### config.mk
export PLATFORM = sky130hd
export DESIGN_NAME = depacketizer
export DESIGN_NICKNAME = d
export VERILOG_FILES = /design/src/rtl/depacketizer.sv
export SDC_FILE = /design/constraint.sdc
export NUM_CORES = 1
export LEC_CHECK = 0
export ABC_AREA = 1
export CAP_MARGIN = 20
export CORE_UTILIZATION = 55
export CTS_BUF_LIST = sky130_fd_sc_hd__clkbuf_4 sky130_fd_sc_hd__clkbuf_8
export CTS_CLUSTER_SIZE = 10
export DETAILED_ROUTE_END_ITERATION = 8
export PLACE_DENSITY = 0.77
export SLEW_MARGIN = 20
export SYNTH_ARGS = -nofsm -noshare
export SYNTH_HDL_FRONTEND = slang
export SYNTH_SLANG_ARGS = --single-unit
### constraint.sdc
create_clock -name clk -period 6.15 [get_ports clk]
set_clock_uncertainty 0.1 [all_clocks]
set_input_delay 1.23 -clock clk [delete_from_list [all_inputs] [get_ports clk]]
set_output_delay 1.23 -clock clk [all_outputs]
set_load 0.1 [all_outputs]
### src/rtl/depacketizer.sv
// ============================================================================
// depacketizer
// ----------------------------------------------------------------------------
// Receive-side packet deframer. Takes hard-decision demodulated symbols (one
// per valid cycle) and locks onto a 320-symbol BPSK header. The header is
// 224 alternating symbols starting with 0, then 32 alternating symbols
// starting with 1 (the phase flip), then an 8-symbol mod-ID, a 16-bit
// payload length (MSB first) and 40 alternating tail symbols. Once the
// header decodes cleanly, exactly the payload symbols are forwarded as an
// AXI-Stream packet, and the last one carries tlast.
//
// Optional feature: define POLARITY_AUTO_EN to let the search state lock on
// an inverted preamble as well. The stream is then polarity-corrected until
// the next return to search.
//
// Ports
//   clk              symbol-rate clock
//   rst_n            asynchronous active-low reset
//   i_in_tdata       demodulated symbol; bit0 = BPSK decision
//   i_in_tvalid      symbol valid
//   o_in_tready      1 whenever out of reset (never stalls the demodulator)
//   o_out_tdata      payload symbol, polarity-corrected, latency 1
//   o_out_tvalid     payload symbol valid (single cycle, no buffering)
//   i_out_tready     downstream ready
//   o_out_tlast      last payload symbol of the packet
//   o_out_tuser      1 when the packet is BPSK
//   o_hdr_vld        1-cycle pulse: header decoded OK
//   o_payload_length decoded length in bits, held until the next o_hdr_vld
//   o_hdr_err        1-cycle pulse: bad mod-ID, bad length, or timeout
//   o_pkt_done       1-cycle pulse issued together with o_out_tlast
//   o_ovf            sticky: a symbol overwrote an unaccepted one
// ============================================================================
module depacketizer #(
    parameter int BYTES    = 1,
    parameter int SYNC_MIN = 64,
    parameter int MAX_LEN  = 4096,
    parameter int TIMEOUT  = 1023
) (
    input  logic               clk,
    input  logic               rst_n,
    input  logic [BYTES*8-1:0] i_in_tdata,
    input  logic               i_in_tvalid,
    output logic               o_in_tready,
    output logic [BYTES*8-1:0] o_out_tdata,
    output logic               o_out_tvalid,
    input  logic               i_out_tready,
    output logic               o_out_tlast,
    output logic               o_out_tuser,
    output logic               o_hdr_vld,
    output logic [15:0]        o_payload_length,
    output logic               o_hdr_err,
    output logic               o_pkt_done,
    output logic               o_ovf
);

    localparam int              W          = BYTES * 8;
    localparam logic [7:0]      SYNC_MIN_W = 8'(SYNC_MIN);
    localparam logic [15:0]     MAX_LEN_W  = 16'(MAX_LEN);
    localparam logic [9:0]      TIMEOUT_W  = 10'(TIMEOUT);

    typedef enum logic [2:0] {
        S_SRCH = 3'd0,
        S_FLIP = 3'd1,
        S_MOD  = 3'd2,
        S_LEN  = 3'd3,
        S_TAIL = 3'd4,
        S_PLD  = 3'd5
    } state_t;

    state_t      r_state;
    logic [7:0]  r_alt_cnt;
    logic [5:0]  r_cnt;
    logic [3:0]  r_matches;
    logic        r_prev_b;
    logic        r_is_bpsk;
    logic [15:0] r_len_sr;
    logic [15:0] r_sym_tot;
    logic [15:0] r_pld_cnt;
    logic [9:0]  r_idle_cnt;
`ifdef POLARITY_AUTO_EN
    logic        r_inv;
`endif

    logic         w_inv;
    logic         w_b;
    logic [W-1:0] w_inv_mask;
    logic         w_pat_hit;
    logic [3:0]   w_match_tot;
    logic [9:0]   w_idle_nxt;
    logic [15:0]  w_sym_tot;
    logic         w_len_bad;
    logic         w_last_pld;

    // Polarity-corrected decision and the per-symbol quantities the FSM needs
    always_comb begin
`ifdef POLARITY_AUTO_EN
        // Search always looks at the raw stream; correction starts at the flip.
        if (r_state == S_SRCH) begin
            w_inv = 1'b0;
        end else begin
            w_inv = r_inv;
        end
`else
        w_inv = 1'b0;
`endif
        w_b         = i_in_tdata[0] ^ w_inv;
        w_inv_mask  = {W{w_inv}};
        // BPSK mod-ID is 1,0,1,0,... so symbol k is expected to be ~k[0]
        w_pat_hit   = (w_b == ~r_cnt[0]);
        w_match_tot = r_matches + {3'b000, w_pat_hit};
        w_idle_nxt  = r_idle_cnt + 10'd1;
        if (r_is_bpsk) begin
            w_sym_tot = r_len_sr;
        end else begin
            w_sym_tot = {1'b0, r_len_sr[15:1]};
        end
        // A QPSK length of 1 bit yields zero symbols and is rejected too
        w_len_bad   = (r_len_sr == 16'd0) || (r_len_sr > MAX_LEN_W) || (w_sym_tot == 16'd0);
        w_last_pld  = (r_pld_cnt == (r_sym_tot - 16'd1));
    end

    // Header-lock FSM with all registered outputs
    always_ff @(posedge clk or negedge rst_n) begin
        if (!rst_n) begin
            r_state          <= S_SRCH;
            r_alt_cnt        <= 8'd0;
            r_cnt            <= 6'd0;
            r_matches        <= 4'd0;
            r_prev_b         <= 1'b0;
            r_is_bpsk        <= 1'b0;
            r_len_sr         <= 16'd0;
            r_sym_tot        <= 16'd0;
            r_pld_cnt        <= 16'd0;
            r_idle_cnt       <= 10'd0;
`ifdef POLARITY_AUTO_EN
            r_inv            <= 1'b0;
`endif
            o_in_tready      <= 1'b0;
            o_out_tdata      <= {W{1'b0}};
            o_out_tvalid     <= 1'b0;
            o_out_tlast      <= 1'b0;
            o_out_tuser      <= 1'b0;
            o_hdr_vld        <= 1'b0;
            o_payload_length <= 16'd0;
            o_hdr_err        <= 1'b0;
            o_pkt_done       <= 1'b0;
            o_ovf            <= 1'b0;
        end else begin
            o_in_tready  <= 1'b1;
            o_hdr_vld    <= 1'b0;
            o_hdr_err    <= 1'b0;
            o_pkt_done   <= 1'b0;
            // No output buffering: valid lasts exactly one cycle per symbol
            o_out_tvalid <= 1'b0;
            o_out_tlast  <= 1'b0;
`ifdef POLARITY_AUTO_EN
            if (r_state == S_SRCH) begin
                r_inv <= 1'b0;
            end
`endif
            if ((r_state != S_SRCH) && !i_in_tvalid) begin
                // Starved inside a packet: give up after TIMEOUT idle cycles
                if (w_idle_nxt == TIMEOUT_W) begin
                    o_hdr_err  <= 1'b1;
                    r_state    <= S_SRCH;
                    r_alt_cnt  <= 8'd0;
                    r_idle_cnt <= 10'd0;
                end else begin
                    r_idle_cnt <= w_idle_nxt;
                end
            end else if (i_in_tvalid) begin
                r_idle_cnt <= 10'd0;
                r_prev_b   <= w_b;
                case (r_state)
                    S_SRCH: begin
                        if (w_b != r_prev_b) begin
                            if (r_alt_cnt != 8'hFF) begin
                                r_alt_cnt <= r_alt_cnt + 8'd1;
                            end
                        end else if (w_b && (r_alt_cnt >= SYNC_MIN_W)) begin
                            // 1,1 repeat after enough preamble: phase flip
                            r_state  <= S_FLIP;
                            r_cnt    <= 6'd1;
                            r_prev_b <= 1'b1;
                        end
`ifdef POLARITY_AUTO_EN
                        else if (!w_b && (r_alt_cnt >= SYNC_MIN_W)) begin
                            // 0,0 repeat: the same flip seen through an inverted
                            // channel; record the corrected symbol as 1
                            r_state  <= S_FLIP;
                            r_cnt    <= 6'd1;
                            r_prev_b <= 1'b1;
                            r_inv    <= 1'b1;
                        end
`endif
                        else begin
                            r_alt_cnt <= 8'd0;
                        end
                    end
                    S_FLIP: begin
                        if (w_b == r_prev_b) begin
                            r_state   <= S_SRCH;
                            r_alt_cnt <= 8'd0;
                        end else if (r_cnt == 6'd31) begin
                            r_state   <= S_MOD;
                            r_cnt     <= 6'd0;
                            r_matches <= 4'd0;
                        end else begin
                            r_cnt <= r_cnt + 6'd1;
                        end
                    end
                    S_MOD: begin
                        if (r_cnt == 6'd7) begin
                            r_cnt <= 6'd0;
                            if (w_match_tot >= 4'd5) begin
                                r_is_bpsk <= 1'b1;
                                r_state   <= S_LEN;
                            end else if (w_match_tot <= 4'd3) begin
                                r_is_bpsk <= 1'b0;
                                r_state   <= S_LEN;
                            end else begin
                                o_hdr_err <= 1'b1;
                                r_state   <= S_SRCH;
                                r_alt_cnt <= 8'd0;
                            end
                        end else begin
                            r_matches <= w_match_tot;
                            r_cnt     <= r_cnt + 6'd1;
                        end
                    end
                    S_LEN: begin
                        r_len_sr <= {r_len_sr[14:0], w_b};
                        if (r_cnt == 6'd15) begin
                            r_cnt   <= 6'd0;
                            r_state <= S_TAIL;
                        end else begin
                            r_cnt <= r_cnt + 6'd1;
                        end
                    end
                    S_TAIL: begin
                        if (r_cnt == 6'd39) begin
                            r_cnt <= 6'd0;
                            if (w_len_bad) begin
                                o_hdr_err <= 1'b1;
                                r_state   <= S_SRCH;
                                r_alt_cnt <= 8'd0;
                            end else begin
                                o_hdr_vld        <= 1'b1;
                                o_payload_length <= r_len_sr;
                                o_ovf            <= 1'b0;
                                r_sym_tot        <= w_sym_tot;
                                r_pld_cnt        <= 16'd0;
                                r_state          <= S_PLD;
                            end
                        end else begin
                            r_cnt <= r_cnt + 6'd1;
                        end
                    end
                    S_PLD: begin
                        o_out_tdata  <= i_in_tdata ^ w_inv_mask;
                        o_out_tvalid <= 1'b1;
                        o_out_tuser  <= r_is_bpsk;
                        // Previous symbol still unaccepted: it is lost
                        if (o_out_tvalid && !i_out_tready) begin
                            o_ovf <= 1'b1;
                        end
                        if (w_last_pld) begin
                            o_out_tlast <= 1'b1;
                            o_pkt_done  <= 1'b1;
                            r_state     <= S_SRCH;
                            r_alt_cnt   <= 8'd0;
                        end else begin
                            r_pld_cnt <= r_pld_cnt + 16'd1;
                        end
                    end
                    default: begin
                        r_state   <= S_SRCH;
                        r_alt_cnt <= 8'd0;
                    end
                endcase
            end
        end
    end

endmodule

After elaboration in Yosys (flattened, before gate mapping) --
Cells that the tools add are included.
Storage, ports and cells: register bits 112, input bits 12, output and inout port bits 32, word-level logic and storage cells 177
Cells by class: add/sub/neg operators 6, $lt $le $gt $ge 4, eq/ne operators 39, muxes and demuxes 79, bitwise operators 3, reduce and logical (&&, ||, !) cells 27
Operator list (number):
- 8-bit 2-to-1 mux | 13
- 16-bit 2-to-1 mux | 4
- 8-bit one-hot mux with 6 select lines | 1
- 6-bit 2-to-1 mux | 7
- 3-bit 2-to-1 mux | 12
- 16-bit zero test | 2
- 16-bit one-hot mux with 2 select lines | 1
- 10-bit 2-to-1 mux | 3
- 3-bit inequality test, second input constant | 10
- 6-bit one-hot mux with 5 select lines | 1
- 1-bit 2-to-1 mux | 28
- 6-bit AND reduction | 4
- 2-bit inequality test, second input constant | 10
- 3-bit one-hot mux with 6 select lines | 1
- 16-bit by 1-bit adder with 16-bit output, second input constant | 1
- 16-bit equality test | 1
- 16-bit by 13-bit > comparator with 1-bit output, second input constant | 1
- 16-bit by 1-bit subtractor with 16-bit output, second input constant | 1
- 4-bit 2-to-1 mux | 3
- 4-bit inequality test, second input constant | 3
- 12-bit AND reduction | 1
- 10-bit by 1-bit adder with 10-bit output, second input constant | 1
- 10-bit equality test, second input constant | 1
- 5-bit AND reduction | 2
- other kinds (31) | 46

Longest topological paths before layout --
depth in word-level cells 10, gate-level depth with buffers 16, gate-level depth less buffers 16

Worst setup path before layout --
Ideal clock, no wire load.
path type input port to flip-flop, start input port i_in_tdata[0], end register r_alt_cnt[5], library setup time 0.117 ns, arrival time 2.722 ns, data required time 5.933 ns, slack 3.211 ns, cell stages on the path 13, buffers on the path 0, cell sequence xor2_1 > ha_1 > ha_1 > nor2_1 > nand3_1 > nand2_1 > nor2_1 > nor2_1 > nand2_1 > nand2_2 > nand3_4 > nand2_1 > nand2_1
Between the ends: longest elaborated chain between the ends 5, elaborated cells between the ends (all ways) 17, classes of those cells 1 x add/sub; 2 x order compare; 8 x eq/ne; 4 x mux; 2 x reduce/logical
Ends and longest elaborated chain:
- start, declared | RTL line 41 | input logic [BYTES*8-1:0] i_in_tdata,
- 1-bit equality test / 1-bit inequality test (equally long branches) | RTL line 109, 176
- 4-bit by 1-bit adder with 4-bit output / 8-bit 2-to-1 mux (equally long branches) | RTL line 110, 176
- 4-bit by 2-bit <= comparator with 1-bit output, or another cell as far along | RTL line 218 | end else if (w_match_tot <= 4'd3) begin
- 3-bit inequality test (no line) / 8-bit 2-to-1 mux (equally long branches)
- 12-bit AND reduction (no line) / 8-bit 2-to-1 mux (equally long branches)
- end signal, assigned | RTL line 178 | r_alt_cnt <= r_alt_cnt + 8'd1;
- end, declared | RTL line 71 | logic [7:0] r_alt_cnt;
Several ways; a longest one is shown, not always the timed one. The select of a mux whose other input is x is not followed. A chain may end at the register's enable or synchronous reset.

Worst setup path after layout --
Ends and elaborated chain as after synthesis.

==> results by group <==
Yosys
  – Synth top area cells: dfrtp_1 (42%), nand2_1 (15%), inv_1 (5.4%), nor2_1 (4.4%), xor2_1 (3.9%)
  – Synth area leader: dfrtp_1
  – Most used DFF post-synth: dfrtp_1
  – EDFF count, synth: 0
  – Async S/R FF share, synth: 1.00
  – Most frequent cell after synthesis: nand2_1
  – Syn Area/Cell: 7.50 um^2
  – #FFs+latches synth: 112
  – Yosys top cell area share: 0.420
  – Sequential area share after synthesis: 0.420
  – Post-Syn Nets: 909
  – Cell variety after synth: 48
  – Synthesized instance count: 889
  – Yosys warns: 0
  – Post-synthesis cell area: between 6000 and 7000 um^2
  – Commonest cells post-synth: nand2_1 (260), dfrtp_1 (112), inv_1 (96), nor2_1 (79), nand3_1 (52)

STA
  – Max Freq: 0.298 GHz
  – Setup TNS: 0 ns
  – Relative slew slack: 0.328
  – Post-layout min period: 3.36 ns
  – Fin crit share: 0.546
  – Setup WS post-layout: 2.79 ns
  – RSZ-0062 raised after global routing: false
  – Count of final setup violators: 0
  – Worst-margin pin slew: 1.00 ns
  – Hold Fails Final Rpt: 0
  – Max-slew violations: 0
  – Hold Slack: between 0.3 and 0.4 ns

Clocking
  – Clock Path Buffers: 2
  – TritonCTS clock tree: yes
  – Num CTS Buffers: 9
  – Total clock sinks: 112
  – Cts hold-fix bufs: 0
  – CTS Root Cell: clkbuf_8
  – H-tree depth: 3
  – Clock transition at the registers of the reported paths: 0.10 ns
  – Setup Fix Bufs, Post-CTS: 0
  – CTS-repair resized insts: 0
  – Clock Latency Late Sink: a little under 0.4 ns

Placement
  – Post-detail-place hpwl: 10.6 mm
  – PortBufs: 43
  – GPL Wtd Cong: about 0.90
  – Dpl ws: 2.43 ns
  – Dpl cells: roughly 1100

Finish
  – Nets@finish: 938
  – Util after Layout: 0.631
  – Fin cells: 1066
  – Fill count: 1083
  – Ant diodes: 0
  – Sequential cell area: 2800 um^2
  – Layout area overhead: 9.79%
  – Share of cells above drive strength 1: 0.0748
  – Area occupied by multi-input gates: 3300 um^2

Power
  – Power density over cell area: 178 nW/um^2
  – Peak VDD IR: 170 uV
  – Leakage: between 3 and 4 nW

Routing
  – Drt wl/cell: about 14 um
  – Initial drt markers: around 380
  – Final ANT Viol Nets: 0
  – DR pass1 iterations: 5
  – Total number of vias: 5691
  – WL final: 14.6 mm
  – # DRC: 0
  – Via density: about 5.3

Floorplanning
  – Die Height: 112 um
  – Die Width: 112 um
  – Die footprint: 12600 um^2
  – Initial Util: 0.574
  – # IOs: 44
  – Core region area: roughly 12000 um^2
  – # rows: 39

Flow run
  – Total of max-cap violations: 0

Setup path
  – CP startpoint: i_in_tdata[0]
  – Crit start category: input port
  – Worst Setup EP: r_alt_cnt[5]
  – Critical Path End Type: register
  – RR Startpoint: r_is_bpsk
  – R2R Path End: r_pld_cnt[1]
  – R2r setup slk: about 3.0 ns
  – CP required: approximately 6.3 ns
  – CP Max Fanout: 9
  – Crit path arrival time: 3.54 ns
  – Reg2reg path depth: 11
  – Worst setup path class: in2reg

Global routing
  – Initial antenna violation count: 0
  – Global route total overflow: 0
  – First-pass GRT wire length: 25.5 mm
  – Largest net degree at the start of global routing: 65
  – Total GRT Usage: 0.251
  – Vias in the first global route: roughly 5600

Run status
  – Status: finished, final reports clean

Worst hold path
  – Worst hold path type: reg2reg
state kept, by name, indices dropped and copies added (netlist names), 3 cells and up:
register          flops
r_state               3
o_out_tdata           8
r_alt_cnt             8
r_sym_tot            16
r_matches             4
o_payload_length     16
r_idle_cnt           10
r_pld_cnt            16
r_cnt                 6
r_len_sr             16
power breakdown:
group          leakage [nW]  switching (W)  internal, W
clock                 0.106       0.000257     0.000213
sequential             1.45     0.00000634     0.000744
combinational          2.03      0.0000596    0.0000211
cell families after synthesis:
family | after synthesis | share of synthesized area
AO/OA/AOI/OAI | 101 | 0.0822
flip-flops | 112 | 0.420
AND/OR/NAND/NOR | 501 | 0.349
XOR/XNOR | 35 | 0.0460
other | 1 | 0.000562
multiplexers | 1 | 0.00169
adder cells (fa/ha/maj) | 8 | 0.0150
buffers and inverters | 130 | 0.0850
layout make-up:
class / count / share of cell area
clock buffers: 11 / 0.0207
clock inverters: 5 / 0.00820
multi-input cells: 647 / 0.451
inverters: 103 / 0.0528
well taps: 143 / 0.0244
flip-flops and latches: 112 / 0.383
repair buffers: 45 / 0.0605
metrics by stage:
step / total power (W) / area (um^2)
2_1_floorplan: 0.000810 / 6670
3_3_place_gp: 0.000846 / 7110
3_5_place_dp: 0.000846 / 7110
4_1_cts: 0.00131 / 7320
5_1_grt: 0.00135 / 7320
6_report: 0.00130 / 7320
critical path, stage by stage:
cell and delay [ns]:
clkdlybuf4s50_1 0.48, xor2_1 0.17, ha_1 0.20, ha_1 0.28
nor2_1 0.16, nand3_1 0.14, nand2_1 0.11, nor2_1 0.06
nor2_1 0.11, nand2_1 0.08, nand2_2 0.20, nand3_4 0.15
nand2_1 0.11, nand2_1 0.06
how the worst min path moves through the flow:
| stage | depth (start not counted) | endpoint | from | slack (ns) |
|---|---|---|---|---|
| CTS | 2 | o_out_tdata[7] | o_out_tdata[7] | 0.38 |
| global placement | 2 | o_out_tdata[7] | o_out_tdata[7] | 0.35 |
| detailed placement | 2 | o_out_tdata[7] | o_out_tdata[7] | 0.36 |
| finish | 2 | o_out_tdata[7] | o_out_tdata[7] | 0.38 |
| floorplan | 2 | r_alt_cnt[3] | r_alt_cnt[3] | 0.34 |
| global route | 2 | o_out_tdata[6] | o_out_tdata[6] | 0.41 |
cell usage in the layout, fill, tap and decap left out, types with 5 or more instances in the layout:
cell	synthesis	routed
a21oi_1	16	16
clkbuf_8	0	11
clkdlybuf4s50_1	0	42
dfrtp_1	112	112
ha_1	8	8
inv_1	96	96
inv_2	7	7
nand2_1	260	260
nand2_2	9	9
nand3_1	52	52
nand3_2	11	11
nand3b_1	5	5
nand4_1	41	41
nor2_1	79	79
nor2_2	11	11
nor3_1	15	15
o21ai_0	48	48
o21ai_1	22	22
xnor2_1	5	5
xor2_1	30	30
per-layer routing:
layer  up-vias  GRT usage  wire, um
li1       2921          -         -
met1      2666      0.329      6990
met2        80      0.423      6910
met3        24     0.0454       407
met4         0     0.0809       320
met5         -          0         0
No activity file was read; power rests on OpenSTA's default activity.
==> RTL change 1: new RTL, config.mk and constraints unchanged <==
Build with the macro `POLARITY_AUTO_EN` defined.
--- a/src/rtl/depacketizer.sv
+++ b/src/rtl/depacketizer.sv
@@ -30,6 +30,8 @@
 //   o_pkt_done       1-cycle pulse issued together with o_out_tlast
 //   o_ovf            sticky: a symbol overwrote an unaccepted one
 // ============================================================================
+`define POLARITY_AUTO_EN
+
 module depacketizer #(
     parameter int BYTES    = 1,
     parameter int SYNC_MIN = 64,
Behaviour: no difference found for any inputs over 4 cycles, from zero or initial values and one cycle with rst_n low; that may be too few to reach the edited logic, so the function may still have changed.
==> RTL change 1 against the unedited design <==
  * Setup slack worse by 0.23 ns
  * Register-to-register slack better by 0.04 ns
  * Global-route usage is 0.33 points higher
  * Sequential cell count is 1 higher
  * Cell area is 4.2% higher
  * First-iteration DRC count is 12% higher
  * Die area is 0.81% higher
  * Area after synthesis is 0.83% higher
  * Wire length is 1.1% lower
  * Critical path type unchanged
Power is not compared: it rests on default switching activity, and its combinational part moved more than twofold at a synthesized area within 25%.
==> RTL change 1: results (changes against the unedited design) <==
H-tree depth 4 (+1); worst path arrival time 3.82 ns (+0.28 ns); Num CTS Buffers 17 (+8); Met2 Routed Length 6780 um (-1.9%); met3 WL post-DR 593 um (+46%); met3 Use GR 5.51% (+0.97 points); nets 955 (+1.8%); met1 GRT Util 33.4% (+0.45 points); DP Area 7180 um^2 (+0.97%); first-pass GRT wire length 25400 um (-0.35%); largest net degree at the start of global routing 66 (+1.5%); GP Congestion 0.851 (-5.2%); wl on met1 6760 um (-3.3%); Post-Syn Nets 916 (+0.77%); sequential fraction of the synthesis area 42.0% (about the same); clock-pin slew on the worst setup and hold paths 0.06 ns (-0.04 ns); DR iter-0 viols 419 (+12%); Post-Place Setup Slack 2.14 ns (-0.293 ns); fraction of layout cells with a size suffix above 1 9.49% (+2.0 points); most common library cells after synthesis nand2_1 (261), dfrtp_1 (113), nor2_1 (101); GR Layer Usage met2 40.6% (-1.7 points); status finished clean; drt pass-1 iters 6 (+1); largest stage delay on the critical path 0.53 ns (+0.05 ns); Fill cells 1062 (-1.9%); number of global-route vias before repair 5556 (-0.25%)
==> RTL change 1: changes by cell type after synthesis, sizes merged, moves of 4 or more <==
| cell | before | now |
|---|---|---|
| xnor2 | 5 | 13 |
| nand4 | 41 | 10 |
| nand2 | 271 | 286 |
| a21oi | 16 | 8 |
| o22ai | 2 | 8 |
| nor2 | 93 | 117 |
| nand3 | 65 | 76 |
| inv | 103 | 96 |
| a31oi | 0 | 4 |
| o21ai | 70 | 65 |
==> RTL change 1: worst register-to-register path: stages (launching register included) <==
cell and delay [ns]:
dfrtp_1 0.45, nor2_4 0.18, nand2_4 0.11, nand2_4 0.17, nand2_2 0.07, nand2_1 0.16, xor2_1 0.19, ha_1 0.19
ha_1 0.16, xor2_1 0.24, nand3_1 0.14, nand2_1 0.11, nand2_1 0.06, inv_1 0.06, nand2_1 0.05, nand2_1 0.07
nand2_2 0.08, nor2_8 0.16, nand2_4 0.11, nand2_1 0.08, nand2_1 0.05
==> RTL change 1: report_power, final <==
| group | switching, uW | total [uW] | internal [uW] |
|---|---|---|---|
| logic | 675 | 912 | 237 |
| registers | 65.6 | 878 | 812 |
| clock network | 305 | 786 | 481 |
| total | 1050 | 2580 | 1530 |
==> RTL change 1: stage by stage <==
step	power (uW)	hold slack, ns
floorplan	1600	0.342
global placement	1790	0.361
detailed placement	1800	0.369
CTS	2600	0.385
global route	2730	0.412
finish	2580	0.387
==> RTL change 1: cell type report <==
| class | count | area [um^2] | area share, % |
|---|---|---|---|
| Clock buffer | 23 | 292 | 3.82 |
| Clock inverter | 9 | 155 | 2.03 |
| Inverter | 97 | 369 | 4.84 |
| Multi-Input combinational cell | 662 | 3360 | 44.1 |
| Sequential cell | 113 | 2830 | 37.1 |
| Tap cell | 147 | 184 | 2.41 |
| Timing Repair Buffer | 44 | 435 | 5.71 |
==> RTL change 1: path summary, 6_finish.rpt <==
check                      cells after the start     startpoint  slack, ns      endpoint
setup / recovery                              19  i_in_tdata[0]       2.57  r_alt_cnt[4]
hold / removal                                 2   r_alt_cnt[5]       0.39  r_alt_cnt[5]
setup reg to reg                              20     r_state[0]       3.06  r_alt_cnt[4]
hold reg to reg                                2   r_alt_cnt[5]       0.39  r_alt_cnt[5]
max in group asynchronous                      2          rst_n       4.07      r_cnt[2]
min in group asynchronous                      1          rst_n       0.76  r_pld_cnt[5]
==> RTL change 1: cell families (layout without fill, tap and decap cells) <==
kind of cell               Yosys count  in the layout  share of synthesized area [%]
AOI/OAI and AO/OA                   90             90                           7.20
DFF                                113            113                           42.0
adders and majority gates            8              8                           1.49
and+or+nand+nor                    516            516                           35.1
muxes                                1              1                          0.149
other                                1              1                         0.0558
xor gates and xnor gates            46             46                           5.99
buffers and inverters              121            173                           7.93
==> RTL change 2: new RTL, config.mk and constraints unchanged <==
Without the edit above. Compare `r_cnt` against `6'd31` with >= in place of ==.
--- a/src/rtl/depacketizer.sv
+++ b/src/rtl/depacketizer.sv
@@ -201,7 +201,7 @@
                         if (w_b == r_prev_b) begin
                             r_state   <= S_SRCH;
                             r_alt_cnt <= 8'd0;
-                        end else if (r_cnt == 6'd31) begin
+                        end else if (r_cnt >= 6'd31) begin
                             r_state   <= S_MOD;
                             r_cnt     <= 6'd0;
                             r_matches <= 4'd0;
Formal check against the unedited RTL: same outputs for any inputs over 4 cycles, from zero or initial values and one cycle with rst_n low; that may be too few to reach the edited logic, so the function may still have changed.
==> RTL change 2 against the unedited design <==
  * Non-clock buffer count fell by 1
  * Largest cell class unchanged
  * Sequential share of layout area rose by 0.19 points
  * Die area fell by 0.62%
  * Via count rose by 1.7%
  * Utilization barely moved
  * The flow now finishes with violations (DRC)
  * Wire length fell by 1.7%
  * Highest routed layer unchanged
  * Cell area fell by 0.50%
  * Setup slack got worse by 0.11 ns
  * Sequential cell count did not move
  * Area after synthesis fell by 0.64%
  * Register-to-register slack improved by 0.10 ns
  * First-iteration DRC count fell by 6.1%
  * Critical path type unchanged
Power is not compared: it rests on default switching activity, and its combinational part moved more than twofold at a synthesized area within 25%.
==> RTL change 2: results (changes against the unedited design) <==
status finished, violations left; failing checks DRC; first-pass GRT wire length 24600 um (-3.5%); DR iter-0 viols 352 (-6.1%); WL final 14400 um (-1.7%); Pint 1120 uW; R2R setup slack 3.12 ns (+0.10 ns); # DRC 3 (+3); GR Layer Usage met2 41.6% (-0.66 points); most common library cells after synthesis nand2_1 (273), dfrtp_1 (112), inv_1 (99); RR Startpoint r_is_bpsk; Top delay family on crit path simple AND/OR/NAND/NOR gates; largest net degree at the start of global routing 60 (-7.7%); Critical Path Start i_in_tdata[0]; top cells by area, synth dfrtp_1 (42%), nand2_1 (15%), inv_1 (5.6%), nor2_1 (5.4%), nand3_1 (5.4%); clock-pin slew on the worst setup and hold paths 0.10 ns (about the same); FF-to-FF End o_payload_length[0]; Max-Slew Margin vs Limit 33.2% (+0.40 points); sequential fraction of the synthesis area 42.3% (+0.27 points); H-tree depth 3 (unchanged); post-synth cell types 43 (-10%); largest stage delay on the critical path 0.55 ns (+0.07 ns); most common flop cell mapped by yosys dfrtp_1; Hold Path Depth 2 (unchanged); Cells after DPL 1076 (+2.5%); drt pass-1 iters 7 (+2); final hold slack 0.378 ns (-0.00171 ns); met1 GRT Util 31.5% (-1.4 points); fraction of layout cells with a size suffix above 1 5.80% (-1.7 points); CP max-delay cell clkdlybuf4s50_1; CTS Buffer Depth 2 (unchanged); nets 964 (+2.8%); met3 Use GR 4.95% (+0.42 points); Final HPWL DP 10400 um (-2.0%); DP Area 7110 um^2 (about the same); Leak 0.00356 uW; final worst setup slack 2.69 ns (-0.107 ns); CP endpoint r_alt_cnt[1]; Hold EP o_out_tdata[5]; post-CTS resize count 0 (unchanged); Post CTS Setup Buffer Count 0 (unchanged); peak supply drop 0.000176 V; Clk Latency, worst-skew pair 0.40 ns; total power 1940 uW; Post-Place Setup Slack 2.32 ns (-0.116 ns); post-route cell area 7290 um^2 (-0.50%); number of global-route vias before repair 5309 (-4.7%); highest fanout seen on the critical path 9 (unchanged); worst path arrival time 3.65 ns (+0.11 ns); mean area per synthesized cell 7.26 um^2 (-3.2%); PortBufs 43 (unchanged); Fill cells 1056 (-2.5%); drt wl/cell 13.2 um (-4.0%); Vias 5790 (+1.7%); GP Congestion 0.900 (+0.37%); Hold Startpoint o_out_tdata[5]; Yosys warnings 0 (unchanged); Post-Syn Nets 933 (+2.6%); All-Layer GR Usage 24.4% (-0.66 points)
==> RTL change 2: final cells by class <==
cell class	instances	area, um^2	share of cell area (%)
Multi-Input combinational cell	668	3280	45.1
Sequential cell	112	2800	38.5
Timing Repair Buffer	44	435	5.98
Inverter	109	409	5.61
Tap cell	143	179	2.46
Clock buffer	9	124	1.70
Clock inverter	6	53.8	0.738
==> RTL change 2: logic make-up (layout without fill, tap and decap cells) <==
family                     Yosys count  after routing  share of synthesized area [%]
adders and majority gates            8              8                           1.51
DFF                                112            112                           42.3
and+or+nand+nor                    530            530                           35.5
other                                1              1                         0.0566
xor gates and xnor gates            35             35                           4.63
muxes                                2              2                          0.340
buffers and inverters              133            168                           8.17
AOI/OAI and AO/OA                   92             92                           7.53
==> RTL change 2: per-layer routing <==
layer  routed length [um]  part of all wire, %
met5                    0                    0
met4                  203                  1.4
met2                 6920                   48
met3                  562                  3.9
met1                 6690                   47
